==> src/rtl/uart_flash_loader.sv <==
// uart_flash_loader: UART 8N1 boot loader (clk, rst async active-low, uart_rx -> flash_en/flash_addr/flash_data, cpu_rst, busy, error); define LOADER_CHECKSUM_EN for a trailing XOR checksum byte
module uart_flash_loader #(
    parameter int WIDTH        = 32,
    parameter int CLKS_PER_BIT = 434,
    parameter int MAX_WORDS    = 1024
) (
    input  logic             clk,
    input  logic             rst,
    input  logic             uart_rx,
    output logic             flash_en,
    output logic [WIDTH-1:0] flash_addr,
    output logic [WIDTH-1:0] flash_data,
    output logic             cpu_rst,
    output logic             busy,
    output logic             error
);
    localparam int            CW        = $clog2(CLKS_PER_BIT);
    localparam logic [CW-1:0] BIT_LAST  = CW'(CLKS_PER_BIT - 1);
    localparam logic [CW-1:0] HALF_LAST = CW'(CLKS_PER_BIT / 2 - 1);
    localparam logic [16:0]   MAX_LEN   = 17'(MAX_WORDS);
    localparam logic [7:0]    SYNC      = 8'hA5;

    typedef enum logic [1:0] {R_IDLE, R_START, R_DATA, R_STOP} rx_state_t;
    typedef enum logic [2:0] {IDLE, LEN_LO, LEN_HI, DATA, CSUM, DONE, ERR} ld_state_t;

`ifdef LOADER_CHECKSUM_EN
    localparam ld_state_t AFTER_DATA = CSUM;
`else
    localparam ld_state_t AFTER_DATA = DONE;
`endif

    logic            rx_meta, rx_sync, rx_last;
    rx_state_t       rx_st, rx_nx;
    logic [CW-1:0]   cnt, cnt_nx;
    logic [2:0]      bit_cnt, bit_nx;
    logic [7:0]      sh, sh_nx;
    logic            byte_valid, frame_err;

    ld_state_t       ld_st, ld_nx;
    logic [15:0]     len, len_nx, idx, idx_nx;
    logic [1:0]      lane, lane_nx;
    logic [23:0]     word, word_nx;
    logic            en_nx;
    logic [WIDTH-1:0] addr_nx, data_nx;
`ifdef LOADER_CHECKSUM_EN
    logic [7:0]      csum, csum_nx;
`endif

    always_ff @(posedge clk or negedge rst) begin
        if (!rst) begin
            rx_meta <= 1'b1;
            rx_sync <= 1'b1;
            rx_last <= 1'b1;
            rx_st   <= R_IDLE;
            cnt     <= '0;
            bit_cnt <= '0;
            sh      <= '0;
        end else begin
            rx_meta <= uart_rx;
            rx_sync <= rx_meta;
            rx_last <= rx_sync;
            rx_st   <= rx_nx;
            cnt     <= cnt_nx;
            bit_cnt <= bit_nx;
            sh      <= sh_nx;
        end
    end

    // Start bit is confirmed at half a bit; data and stop bits are then sampled at mid-bit.
    always_comb begin
        rx_nx      = rx_st;
        cnt_nx     = cnt + 1'b1;
        bit_nx     = bit_cnt;
        sh_nx      = sh;
        byte_valid = 1'b0;
        frame_err  = 1'b0;
        case (rx_st)
            R_IDLE: begin
                cnt_nx = '0;
                if (rx_last && !rx_sync) rx_nx = R_START;
            end
            R_START: if (cnt == HALF_LAST) begin
                cnt_nx = '0;
                bit_nx = '0;
                rx_nx  = rx_sync ? R_IDLE : R_DATA;
            end
            R_DATA: if (cnt == BIT_LAST) begin
                cnt_nx = '0;
                sh_nx  = {rx_sync, sh[7:1]};
                bit_nx = bit_cnt + 3'd1;
                if (bit_cnt == 3'd7) rx_nx = R_STOP;
            end
            default: if (cnt == BIT_LAST) begin
                rx_nx      = R_IDLE;
                byte_valid = rx_sync;
                frame_err  = !rx_sync;
            end
        endcase
    end

    always_ff @(posedge clk or negedge rst) begin
        if (!rst) begin
            ld_st      <= IDLE;
            len        <= '0;
            idx        <= '0;
            lane       <= '0;
            word       <= '0;
            flash_en   <= 1'b0;
            flash_addr <= '0;
            flash_data <= '0;
            busy       <= 1'b0;
            error      <= 1'b0;
            cpu_rst    <= 1'b1;
`ifdef LOADER_CHECKSUM_EN
            csum       <= '0;
`endif
        end else begin
            ld_st      <= ld_nx;
            len        <= len_nx;
            idx        <= idx_nx;
            lane       <= lane_nx;
            word       <= word_nx;
            flash_en   <= en_nx;
            flash_addr <= addr_nx;
            flash_data <= data_nx;
            busy       <= ld_nx inside {LEN_LO, LEN_HI, DATA, CSUM};
            error      <= ld_nx == ERR;
            cpu_rst    <= ld_nx != DONE;
`ifdef LOADER_CHECKSUM_EN
            csum       <= csum_nx;
`endif
        end
    end

    always_comb begin
        ld_nx   = ld_st;
        len_nx  = len;
        idx_nx  = idx;
        lane_nx = lane;
        word_nx = word;
        en_nx   = 1'b0;
        addr_nx = flash_addr;
        data_nx = flash_data;
`ifdef LOADER_CHECKSUM_EN
        csum_nx = csum;
`endif
        if (frame_err && ld_st != IDLE) begin
            ld_nx = ERR;
        end else if (byte_valid) begin
            case (ld_st)
                IDLE, DONE, ERR: if (sh == SYNC) ld_nx = LEN_LO;
                LEN_LO: begin
                    len_nx = {8'h00, sh};
                    ld_nx  = LEN_HI;
                end
                LEN_HI: begin
                    len_nx  = {sh, len[7:0]};
                    idx_nx  = '0;
                    lane_nx = '0;
`ifdef LOADER_CHECKSUM_EN
                    csum_nx = '0;
`endif
                    ld_nx   = (len_nx == 16'd0) ? AFTER_DATA :
                              ({1'b0, len_nx} > MAX_LEN) ? ERR : DATA;
                end
                DATA: begin
                    // Lower three bytes accumulate in word; the fourth is merged directly into the write.
                    word_nx = {sh, word[23:8]};
                    lane_nx = lane + 2'd1;
`ifdef LOADER_CHECKSUM_EN
                    csum_nx = csum ^ sh;
`endif
                    if (lane == 2'd3) begin
                        en_nx   = 1'b1;
                        addr_nx = WIDTH'({idx, 2'b00});
                        data_nx = WIDTH'({sh, word});
                        idx_nx  = idx + 16'd1;
                        if (idx == len - 16'd1) ld_nx = AFTER_DATA;
                    end
                end
`ifdef LOADER_CHECKSUM_EN
                CSUM: ld_nx = (sh == csum) ? DONE : ERR;
`endif
                default: ;
            endcase
        end
    end
endmodule

==> config.mk <==
export PLATFORM = sky130hd
export DESIGN_NAME = uart_flash_loader
export DESIGN_NICKNAME = d
export VERILOG_FILES = /design/src/rtl/uart_flash_loader.sv
export SDC_FILE = /design/constraint.sdc
export NUM_CORES = 1
export LEC_CHECK = 0
export CORE_MARGIN = 2
export CORE_UTILIZATION = 45
export DETAILED_ROUTE_END_ITERATION = 16
export GPL_TIMING_DRIVEN = 0
export HOLD_SLACK_MARGIN = 0.03
export PLACE_DENSITY = 0.68
export SLEW_MARGIN = 20
export SYNTH_ARGS = -nofsm -noshare
export SYNTH_HDL_FRONTEND = slang
export SYNTH_SLANG_ARGS = --single-unit
==> constraint.sdc <==
create_clock -name clk -period 2.79 [get_ports clk]
set_input_delay 0.837 -clock clk [delete_from_list [all_inputs] [get_ports clk]]
set_output_delay 0.837 -clock clk [all_outputs]
set_load 0.02 [all_outputs]
# Word level (Yosys, flattened, before mapping)
# Index checks and enable logic that the tools add are counted.
# word_totals
register_bits,138
latchBits,0
mem_bits_rw,0
rom_bits,0
inputBits,3
output_inout_bits,68
word_cells,107
n_memories,0
# op_classes
n_addsub,5
mul,0
div,0
order_cmp,1
n_eq_ne,24
n_shift,0
n_mux,33
n_bitwise,2
reduce_logical,23
# ops
op,n
one-hot mux 16 bit (2 select lines),2
2-to-1 mux 3 bit,9
one-hot mux 9 bit (3 select lines),1
2-to-1 mux 9 bit,2
"adder 16 x 1 -> 16 bit, second input constant",1
equality test 16 bit,1
"> comparator 16 x 11 -> 1 bit, second input constant",1
logical NOT 16 bit,1
2-to-1 mux 16 bit,1
"subtractor 16 x 1 -> 16 bit, second input constant",1
"equality test 3 bit, second input constant",5
"equality test 3 x 2 -> 1 bit, second input constant",4
2-to-1 mux 2 bit,6
one-hot mux 3 bit (4 select lines),1
AND reduction 3 bit,4
AND reduction 4 bit,3
"inequality test 2 bit, second input constant",5
"adder 9 x 1 -> 9 bit, second input constant",1
"equality test 9 x 8 -> 1 bit, second input constant",1
"equality test 9 bit, second input constant",1
"equality test 8 bit, second input constant",1
2-to-1 mux 1 bit,8
"equality test 3 x 1 -> 1 bit, second input constant",2
one-hot mux 2 bit (3 select lines),1
18 further kinds,25

# Depth between registers and ports, before layout
# Gate-level depths: netlist of run 1.
# logic_depth
depth_word,9
mapped_depth,11

# Worst setup path after synthesis of run 1
# OpenSTA, ideal clock, no wires.
# synth_timing
path_type,register to register
start,register len[0]
end,register busy
t_arrival_ns,2.508
slack_ns,0.202
path_stages_with_launch,12
synth_period_minus_slack_ns,2.588
path_cell_list,dfrtp_1 > inv_1 > ha_1 > or4b_1 > buf_6 > nor4b_4 > mux2i_1 > mux2i_1 > o22ai_1 > a41oi_2 > nor3b_2 > xnor2_1
# synth_via
elab_chain_len,9
# synth_lines
item,line,rtl
"start, declared",40,"logic [15:0] len, len_nx, idx, idx_nx;"
"start signal, assigned",119,len <= len_nx;
subtractor 16 x 1 -> 16 bit,178,if (idx == len - 16'd1) ld_nx = AFTER_DATA;
equality test 16 bit,178,
2-to-1 mux 3 bit,178,
2-to-1 mux 3 bit,173,if (lane == 2'd3) begin
one-hot mux 3 bit (4 select lines) (*),150,case (ld_st)
2-to-1 mux 3 bit (*),149,end else if (byte_valid) begin
2-to-1 mux 3 bit (*),147,if (frame_err && ld_st != IDLE) begin
equality test 3 x 1 -> 1 bit (tied with other cells),126,"busy <= ld_nx inside {LEN_LO, LEN_HI, DATA, CSUM};"
nonzero test 4 bit (*),126,
"end signal, assigned",126,
"end, declared",14,"output logic busy,"
# Every way passes the cells marked *; elsewhere a longest branch is shown, timed or not.
# A chain may end at the register's enable or synchronous reset.

# Worst setup path after layout of run 1
# layout_timing
start,register len[1]
end,register busy
# Same word-level chain as after synthesis.

==> implementation parameters, run 1 <==
Parameter                              Value

Run status
  Status    finished clean

Timing
  Worst relative slew slack    51.8%
  Maximum achievable frequency    365 MHz
  Number of hold-slack violations in the final timing report    0
  Clock period minus final worst setup slack    2.74 ns
  Setup-violating endpoint count in the final report    0
  Final count of pins violating max slew    0
  Setup clock skew after layout    0.00462 ns
  Final period utilization    98.3%
  Tightest Pin Transition    0.722 ns
  Final worst hold slack    0.274 ns
  Setup TNS    0 ns
  Unrepaired setup endpoints after global routing    yes

Worst setup path
  Longest individual stage delay on the worst path    0.52 ns
  Setup CP Type    register to register
  Most common cell on crit path    sky130_fd_sc_hd__mux2i_1
  Combined buffer and inverter count along the critical path    1
  Data arrival, critical path    3.08 ns
  Top fanout value on the critical path    6
  Family with the most delay on the worst path    simple AND/OR/NAND/NOR gates
  Master of the slowest instance on the critical path    sky130_fd_sc_hd__or4b_4
  Sequence of cells on the critical path    inv_2 -> ha_4 -> or4b_4 -> nor4b_4 -> mux2i_1 -> mux2i_1 -> o22ai_2 -> a41oi_2 -> nor3b_2 -> xnor2_1
  CP required    3.13 ns
  Crit. End Element    register
  Startpoint types    register

CTS
  Worst-Skew Late Latency    0.42 ns
  CTS sink cnt    138
  H-tree Lvls    4
  Cts-stage hold buffer count    0
  Number of buffers on the longest clock path    2
  Clock-pin transition on the worst setup and hold timing paths    0.05 ns
  Clock root buffer    sky130_fd_sc_hd__clkbuf_16
  Num CTS Buffers    17
  TritonCTS clock tree    built

Detailed routing
  Number of iterations in the first detailed-routing pass    4
  Total met2 wirelength after detailed routing    6760 microns
  Highest layer used for signal routing    met4
  Wire per inst    15.6 microns
  DRC violation count after routing    0
  Remaining number of nets flagged by the antenna check after routing    0
  Routed length on met1    6010 microns
  Post-detailed-routing wire length    13400 microns
  Vias per std cell    5.21
  Total number of vias    4501
  Metal3 WL    427 microns
  DRT iter0 DRCs    208

Die
  Vertical die dimension    124 microns
  Core outline area    0.0140 sq mm
  Number of ports placed on the die boundary    71
  Die Footprint    0.0155 sq mm
  Initial cell density of the core    46.4%
  Std-Cell Rows    43
  Width of the die    124 microns

Yosys
  Post-synthesis instance area    0.00652 sq mm
  Ys flop type    sky130_fd_sc_hd__dfrtp_1
  Number of library cell types mapped by synthesis    60
  Adder-cell share of the synthesized area    1.53%
  Xor/xnor share of the synthesized area    5.37%
  Most numerous cell in the Yosys netlist    sky130_fd_sc_hd__dfrtp_1
  Post-synthesis compound-gate area fraction    6.68%
  Post-synthesis cell count    572
  Top cells by instance count after synthesis    sky130_fd_sc_hd__dfrtp_1 (134), sky130_fd_sc_hd__mux2_2 (77), sky130_fd_sc_hd__nand2_1 (43)
  Sequential fraction of the synthesis area    53.0%
  Avg Cell Area, Syn    11.4 sq um
  Synthesized-area fraction occupied by and/or/nand/nor cells    14.4%
  Dominant combinational cell family by area after synthesis    simple AND/OR/NAND/NOR gates
  Post-synth EDFFs    0
  Cell accounting for the most synthesized area    sky130_fd_sc_hd__dfrtp_1
  Number of warning messages in the yosys log    0
  Share of the synthesized area in the top cell type    51.4%
  Async SR Flop Fraction    100%
  Share of synthesized area spent on multiplexers    13.8%
  Area contributors post-synth    sky130_fd_sc_hd__dfrtp_1 (51%), sky130_fd_sc_hd__mux2_2 (13%), sky130_fd_sc_hd__xnor2_1 (2.8%), sky130_fd_sc_hd__xor2_1 (2.6%), sky130_fd_sc_hd__nand2_1 (2.5%)
  Synth Register Bits    138

Placed design
  Post-DP HPWL    9260 microns
  Cells after DPL    822
  RD Place Congestion    0.917
  Number of buffer cells added on primary ports    54

Finish
  Post-Route Utilization    57.6%
  Number of standard cells in the final layout excluding fillers    864
  NumNets Final    683
  Multi-input gate area    0.00286 sq mm
  Number of fill cells    1165
  Proportion of layout cells with a drive suffix above 1    26.5%
  Number of inserted diodes    0
  Area added between synthesis and finish    24.1%
  Footprint of the flip-flops and latches    0.00346 sq mm

Global route
  Wire length of the first global-routing pass    22700 microns
  Initial antenna violation count    0
  Number of global-route vias before repair    4528
  Maximum number of pins on one net before global-route repair    107
  Total congestion overflow    0
  All-layer global routing usage    18.2%

Flow run
  MaxCap Viol Count    0

Pwr
  Power Density    540 mW/mm^2
  Lkg Pwr    3.77 nW
  Design Power    4.37 mW
  Highest ir drop seen on vdd    551 uV

Worst hold path
  HP Class    input pin to async pin
## registers in the layout, summed over array words and instances, names as in the netlist, 2 cells and up
name	count
word	24
bit_cnt	3
idx	16
sh	8
rx_st	2
cnt	9
lane	2
flash_addr	16
ld_st	3
len	16
flash_data	32
## metrics by stage
| stage | setup WS [ns] | cell area (sq um) |
|---|---|---|
| final | 0.0471 | 8100 |
| after detailed placement | -0.386 | 7380 |
| after global placement | -4.37 | 7340 |
| after CTS | 0.0156 | 8000 |
| after global routing | -0.0898 | 8100 |
| after floorplan | 0.202 | 6580 |
## cells in the final DEF (no fill, tap or decap), types with 5 or more instances in the layout
master                            synthesis  layout
sky130_fd_sc_hd__clkbuf_1                16      16
sky130_fd_sc_hd__nand3_1                 19      19
sky130_fd_sc_hd__xnor2_1                 21      21
sky130_fd_sc_hd__and3_1                   5       5
sky130_fd_sc_hd__inv_1                   22      20
sky130_fd_sc_hd__mux2_2                  77      77
sky130_fd_sc_hd__nand2_1                 43      43
sky130_fd_sc_hd__or3_1                    5       5
sky130_fd_sc_hd__o22ai_1                  6       5
sky130_fd_sc_hd__ha_1                     8       6
sky130_fd_sc_hd__nor2_1                  34      34
sky130_fd_sc_hd__conb_1                   1      16
sky130_fd_sc_hd__clkdlybuf4s50_1          0      53
sky130_fd_sc_hd__dfrtp_1                134     134
sky130_fd_sc_hd__o21ai_0                 31      31
sky130_fd_sc_hd__nor2b_1                  6       5
sky130_fd_sc_hd__xor2_1                  19      19
sky130_fd_sc_hd__buf_4                   16      30
sky130_fd_sc_hd__nand4_1                 11      11
sky130_fd_sc_hd__a21oi_1                 13      13
sky130_fd_sc_hd__nor3_1                   8       8
sky130_fd_sc_hd__nand2b_1                 7       6
sky130_fd_sc_hd__clkbuf_16                0      17
sky130_fd_sc_hd__buf_2                   11       8
## cells by family (layout without fill, tap and decap cells)
family                     count (synthesis)  after routing
and+or+nand+nor                          169            169
DFF                                      138            138
muxes                                     80             80
AOI/OAI and AO/OA                         68             68
buffers and inverters                     68            165
xor gates and xnor gates                  40             40
adders and majority gates                  8              8
other                                      1             16
## timing repair
| action | in CTS | in global routing |
|---|---|---|
| hold endpoints to repair | 0 | 0 |
| endpoints found under the setup margin | 60 | 15 |
| resized for setup | 11 | 12 |
| buffers inserted | 4 | 8 |
| pin swaps | 7 | 9 |
## layer usage
metal / GRT usage (%) / up-vias
li1: - / 2146
met3: 5.20 / 24
met1: 22.9 / 2256
met4: 6.08 / 0
met2: 30.2 / 75
met5: 0 / -
## power by group
group | leakage [nW] | total (mW) | internal [mW] | switching, mW
Sequential | 1.90 | 2.09 | 2.04 | 0.0465
Clock | 0.264 | 2.08 | 1.26 | 0.819
Combinational | 1.60 | 0.199 | 0.0771 | 0.122
Total | 3.77 | 4.37 | 3.38 | 0.988
## area by class of cell
type	instances	area share, %
multi-input cells	381	35.3
clock inverters	11	1.21
repair buffers	67	8.19
plain buffers	45	3.15
clock buffers	20	5.64
flip-flops and latches	138	42.7
inverters	22	1.02
well taps	180	2.78
## path summary, 6_finish.rpt
path	cells after the start	slack, ns	from	to
min in group clk	0	0.36	rx_meta	rx_sync
max reg2reg	10	0.05	len[1]	busy
min reg2reg	0	0.36	rx_meta	rx_sync
max in group asynchronous	2	1.73	rst	word[0]
max	10	0.05	len[1]	busy
min	1	0.27	rst	flash_addr[6]
Note: power is estimated with default switching activity, not from simulation.
==> run 2, diff against run 1 <==
--- a/config.mk
+++ b/config.mk
@@ -5,12 +5,11 @@
 export SDC_FILE = /design/constraint.sdc
 export NUM_CORES = 1
 export LEC_CHECK = 0
-export CORE_MARGIN = 2
 export CORE_UTILIZATION = 45
 export DETAILED_ROUTE_END_ITERATION = 16
+export DONT_BUFFER_PORTS = 1
 export GPL_TIMING_DRIVEN = 0
 export HOLD_SLACK_MARGIN = 0.03
-export PLACE_DENSITY = 0.68
 export SLEW_MARGIN = 20
 export SYNTH_ARGS = -nofsm -noshare
 export SYNTH_HDL_FRONTEND = slang
==> run 2 against run 1 <==
Net effect:
- sequential power about the same
- fmax down 1.3%
- combinational power shrank 26%
- worst setup slack worse by 0.036 ns
- critical path type unchanged
- critical endpoint unchanged
- largest cell class unchanged
==> implementation parameters, run 2 (synthesized netlist as in run 1, its figures left out) <==
Parameter                              Value

Pwr
  Power Density    577 mW/mm^2
  Highest ir drop seen on vdd    395 uV
  Lkg Pwr    3.52 nW

Worst setup path
  Number of cells traversed by the worst register-to-register path    10
  Top fanout value on the critical path    6
  Worst reg-to-reg setup slack    0.01 ns
  CP required    3.13 ns
  Launching point of the worst reg2reg path    len[0]
  Terminus of the critical flop-to-flop path    busy
  Crit. End Element    register
  Setup CP Type    register to register
  Data arrival, critical path    3.12 ns
  Startpoint types    register

Detailed routing
  Metal3 WL    612 microns
  Highest layer used for signal routing    met4
  DRC violation count after routing    0
  Wire per inst    15.9 microns
  Total met2 wirelength after detailed routing    6360 microns
  Remaining number of nets flagged by the antenna check after routing    0
  Post-detailed-routing wire length    12900 microns
  DRT iter0 DRCs    168
  Vias per std cell    5.30
  Routed length on met1    5560 microns
  Number of iterations in the first detailed-routing pass    4
  Total number of vias    4275

Timing
  Worst relative slew slack    50.3%
  Unrepaired setup endpoints after global routing    yes
  Setup-violating endpoint count in the final report    0
  Final count of pins violating max slew    0
  Maximum achievable frequency    360 MHz
  Number of hold-slack violations in the final timing report    0
  Tightest Pin Transition    0.745 ns
  Setup clock skew after layout    0.0114 ns
  Setup TNS    0 ns
  Final period utilization    99.6%
  Clock period minus final worst setup slack    2.78 ns

Global route
  Number of global-route vias before repair    4382
  Initial antenna violation count    0
  Wire length of the first global-routing pass    21700 microns
  All-layer global routing usage    19.2%
  Maximum number of pins on one net before global-route repair    139
  Total congestion overflow    0

Finish
  Area added between synthesis and finish    14.2%
  Commonest cells after routing, fill and taps aside    sky130_fd_sc_hd__dfrtp_1 (134), sky130_fd_sc_hd__mux2_2 (77), sky130_fd_sc_hd__nand2_1 (43), sky130_fd_sc_hd__nor2_1 (34), sky130_fd_sc_hd__o21ai_0 (31)
  Number of inserted diodes    0
  Largest Register    flash_data
  Multi-input gate area    0.00282 sq mm
  NumNets Final    624
  Proportion of layout cells with a drive suffix above 1    27.2%
  Commonest non-fill, non-tap cell in the layout    sky130_fd_sc_hd__dfrtp_1
  Number of fill cells    1256
  Flip-flop count of the largest register, all copies and words added    32
  Largest regs    flash_data x32, word x24
  Footprint of the flip-flops and latches    0.00346 sq mm
  Finished Cell Area    0.00745 sq mm

CTS
  CTS sink cnt    138
  TritonCTS clock tree    built
  Num CTS Buffers    17
  H-tree Lvls    4
  Clock root buffer    sky130_fd_sc_hd__clkbuf_16
  Worst-Skew Late Latency    0.43 ns
  Cts-stage hold buffer count    0
  Clock-pin transition on the worst setup and hold timing paths    0.06 ns
  Number of buffers on the longest clock path    2

Die
  Core outline area    0.0140 sq mm
  Vertical die dimension    122 microns
  Initial cell density of the core    46.6%
  Number of ports placed on the die boundary    71
  Width of the die    122 microns
  Die Footprint    0.0150 sq mm
  Std-Cell Rows    43

Placed design
  RD Place Congestion    0.836
  Post-DP HPWL    8890 microns
  Number of buffer cells added on primary ports    0
  Placed instance area    0.00680 sq mm

Flow run
  MaxCap Viol Count    0

Run status
  Status    finished clean

Worst hold path
  HP Class    input pin to async pin
## run 2: cell count changes in the layout (fill, tap and decap cells not counted), moves of 2 or more
cell | before | now
sky130_fd_sc_hd__clkdlybuf4s50_1 | 53 | 0
sky130_fd_sc_hd__inv_6 | 1 | 5
sky130_fd_sc_hd__buf_4 | 30 | 27
sky130_fd_sc_hd__inv_1 | 20 | 22
sky130_fd_sc_hd__inv_2 | 2 | 0
## run 2: critical path, stage by stage (launching register included)
cell and delay (ns):
sky130_fd_sc_hd__dfrtp_1 0.38, sky130_fd_sc_hd__inv_1 0.07, sky130_fd_sc_hd__ha_2 0.18, sky130_fd_sc_hd__or4b_4 0.54
sky130_fd_sc_hd__nor4b_4 0.31, sky130_fd_sc_hd__mux2i_1 0.24, sky130_fd_sc_hd__mux2i_1 0.11, sky130_fd_sc_hd__o22ai_2 0.29
sky130_fd_sc_hd__a41oi_2 0.23, sky130_fd_sc_hd__nor3b_2 0.22, sky130_fd_sc_hd__xnor2_1 0.14
## run 2: report_power, final
part	total, mW	internal, mW	switching (mW)	leakage [nW]
Clock	2.06	1.19	0.868	0.260
Sequential	2.09	2.04	0.0467	1.90
Combinational	0.148	0.0680	0.0801	1.36
Total	4.29	3.30	0.995	3.52
## run 2: routing by layer
layer  up-vias  GRT usage (%)
met3        27           5.20
met2        81           30.5
met1      2128           23.4
met5         -              0
met4         0           10.8
li1       2039              -
## run 2: final cells by class
cell class	instances	share of cell area (%)
Sequential cell	138	46.4
Multi-Input combinational cell	381	37.9
Clock buffer	20	6.13
Buffer	44	3.31
Tap cell	180	3.02
Clock inverter	12	1.19
Inverter	22	1.11
Timing Repair Buffer	9	0.907
## run 2: worst max-delay path by stage
| stage | start | endpoint | slack (ns) |
|---|---|---|---|
| floorplan | len[0] | busy | 0.20 |
| global placement | cnt[1] | flash_data[9] | -0.28 |
| detailed placement | cnt[1] | flash_data[2] | -0.33 |
| CTS | cnt[1] | len[14] | 0.01 |
| global route | len[0] | busy | -0.06 |
| finish | len[0] | busy | 0.01 |
## run 2: repair_timing
item	4_1_cts	5_1_grt
setup endpoints to repair	43	33
gates cloned	0	0
buffers inserted	3	6
gates resized for setup	8	3
pin swaps	6	6
## run 2: stage by stage
step / setup slack [ns] / hold WS (ns) / util (%) / power (mW) / std cells
after floorplan: 0.202 / 0.345 / - / 2.24 / 587
after global placement: -0.280 / 0.345 / 48.6 / 2.26 / 767
after detailed placement: -0.334 / 0.347 / 48.6 / 2.27 / 767
after CTS: 0.0104 / 0.0854 / 52.8 / 4.36 / 801
after global routing: -0.0622 / 0.0856 / 53.2 / 4.48 / 806
final: 0.0109 / 0.110 / 53.2 / 4.29 / 806
==> run 3, diff against run 2 <==
==> constraint.sdc (replaced) <==
create_clock -name clk -period 3.1 [get_ports clk]
set_input_delay 0.93 -clock clk [delete_from_list [all_inputs] [get_ports clk]]
set_output_delay 0.93 -clock clk [all_outputs]
set_load 0.02 [all_outputs]
==> run 3 against run 2 <==
Net effect:
- combinational power fell by 9%
- cell area decreased by 1.1%
- clock skew decreased by 0.00056 ns
- global-route usage is essentially flat
- fmax is 5.6% lower
- worst setup slack gained 0.14 ns
- utilization fell by 0.58 points
- clock power down 10%
- sequential share of layout area grew 0.51 points
- largest power group unchanged
==> implementation parameters, run 3 (synthesized netlist as in run 1, its figures left out) <==
Parameter                              Value

Pwr
  Power Density    525 mW/mm^2
  Design Power    3.87 mW
  Lkg Pwr    3.48 nW
  Highest ir drop seen on vdd    355 uV

Placed design
  RD Place Congestion    0.836
  Placed instance area    0.00680 sq mm
  Number of buffer cells added on primary ports    0
  Post-DP HPWL    8890 microns
  Cells after DPL    767

Worst setup path
  Top fanout value on the critical path    6
  Data arrival, critical path    3.29 ns
  Startpoint types    register
  Master of the slowest instance on the critical path    sky130_fd_sc_hd__or4b_1
  Setup CP Type    register to register
  Most common cell on crit path    sky130_fd_sc_hd__mux2i_1
  Longest individual stage delay on the worst path    0.47 ns
  Crit. End Element    register
  Combined buffer and inverter count along the critical path    2
  CP required    3.45 ns
  Sequence of cells on the critical path    inv_1 -> ha_1 -> or4b_1 -> buf_6 -> nor4b_4 -> mux2i_1 -> mux2i_1 -> o22ai_2 -> a41oi_2 -> nor3b_2 -> xnor2_1
  Family with the most delay on the worst path    simple AND/OR/NAND/NOR gates

Worst hold path
  HP Class    input pin to async pin

Finish
  Largest regs    flash_data x32, word x24
  Area added between synthesis and finish    13.0%
  Number of fill cells    1260
  NumNets Final    617
  Multi-input gate area    0.00280 sq mm
  Proportion of layout cells with a drive suffix above 1    25.5%
  Flip-flop count of the largest register, all copies and words added    32
  Commonest cells after routing, fill and taps aside    sky130_fd_sc_hd__dfrtp_1 (134), sky130_fd_sc_hd__mux2_2 (77), sky130_fd_sc_hd__nand2_1 (43), sky130_fd_sc_hd__nor2_1 (34), sky130_fd_sc_hd__o21ai_0 (31)
  Largest Register    flash_data
  Number of inserted diodes    0
  Finished Cell Area    0.00737 sq mm
  Footprint of the flip-flops and latches    0.00346 sq mm
  Post-Route Utilization    52.7%
  Commonest non-fill, non-tap cell in the layout    sky130_fd_sc_hd__dfrtp_1
  Number of standard cells in the final layout excluding fillers    799

Timing
  Final count of pins violating max slew    0
  Setup-violating endpoint count in the final report    0
  Tightest Pin Transition    0.777 ns
  Setup TNS    0 ns
  Clock period minus final worst setup slack    2.95 ns
  Maximum achievable frequency    340 MHz
  Number of hold-slack violations in the final timing report    0
  Worst relative slew slack    48.2%
  Unrepaired setup endpoints after global routing    no
  Setup clock skew after layout    0.0108 ns
  Final period utilization    95.0%

Global route
  Maximum number of pins on one net before global-route repair    139
  Initial antenna violation count    0
  Total congestion overflow    0
  All-layer global routing usage    19.1%
  Number of global-route vias before repair    4359
  Wire length of the first global-routing pass    21600 microns

CTS
  CTS sink cnt    138
  Clock-pin transition on the worst setup and hold timing paths    0.06 ns
  Post-CTS setup buffer count    0
  Cts-stage hold buffer count    0
  H-tree Lvls    4
  Number of buffers on the longest clock path    2
  Num CTS Buffers    17
  TritonCTS clock tree    built
  Clock root buffer    sky130_fd_sc_hd__clkbuf_16
  Worst-Skew Late Latency    0.43 ns

Flow run
  MaxCap Viol Count    0

Die
  Std-Cell Rows    43
  Vertical die dimension    122 microns
  Number of ports placed on the die boundary    71
  Core outline area    0.0140 sq mm
  Width of the die    122 microns
  Die Footprint    0.0150 sq mm
  Initial cell density of the core    46.6%

Detailed routing
  DRT iter0 DRCs    176
  Vias per std cell    5.32
  Remaining number of nets flagged by the antenna check after routing    0
  DRC violation count after routing    0
  Wire per inst    16.0 microns
  Post-detailed-routing wire length    12800 microns
  Total number of vias    4249
  Number of iterations in the first detailed-routing pass    4

Run status
  Status    finished clean
[run 3: worst paths after layout]
kind | startpoint | to | slack, ns | cells past startpoint
max | len[0] | busy | 0.15 | 11
min | rst | ld_st[0] | 0.20 | 0
max reg2reg | len[0] | busy | 0.15 | 11
min reg2reg | rx_meta | rx_sync | 0.36 | 0
max in group asynchronous | rst | rx_last | 2.59 | 0
min in group clk | rx_meta | rx_sync | 0.36 | 0
[run 3: through the flow]
stage | hold slack (ns) | setup WS (ns)
6_report | 0.201 | 0.155
5_1_grt | 0.179 | 0.0103
4_1_cts | 0.178 | 0.0511
3_5_place_dp | 0.347 | -0.0240
3_3_place_gp | 0.345 | 0.0297
2_1_floorplan | 0.345 | 0.512
[run 3: power breakdown]
group	internal (mW)	switching (mW)
Sequential	1.84	0.0427
Clock	1.07	0.783
Combinational	0.0611	0.0725
Total	2.97	0.898
[run 3: timing repair]
item,4_1_cts,5_1_grt
gates cloned,0,0
setup endpoints to repair,20,23
gates resized for setup,1,4
[run 3: cell type report]
class | instances | area share [%]
Inverter | 22 | 1.12
Multi-Input combinational cell | 381 | 38.0
Buffer | 46 | 3.52
Tap cell | 180 | 3.06
Sequential cell | 138 | 46.9
Clock buffer | 20 | 6.20
Clock inverter | 12 | 1.21
[run 3: per-layer routing]
layer  GRT usage (%)  routed length, microns  vias to the layer above
met5               0                       0                        -
met4            10.6                     351                        0
met3            5.20                     543                       29
met2            30.4                    6310                       75
met1            23.5                    5620                     2125
li1                -                       -                     2020
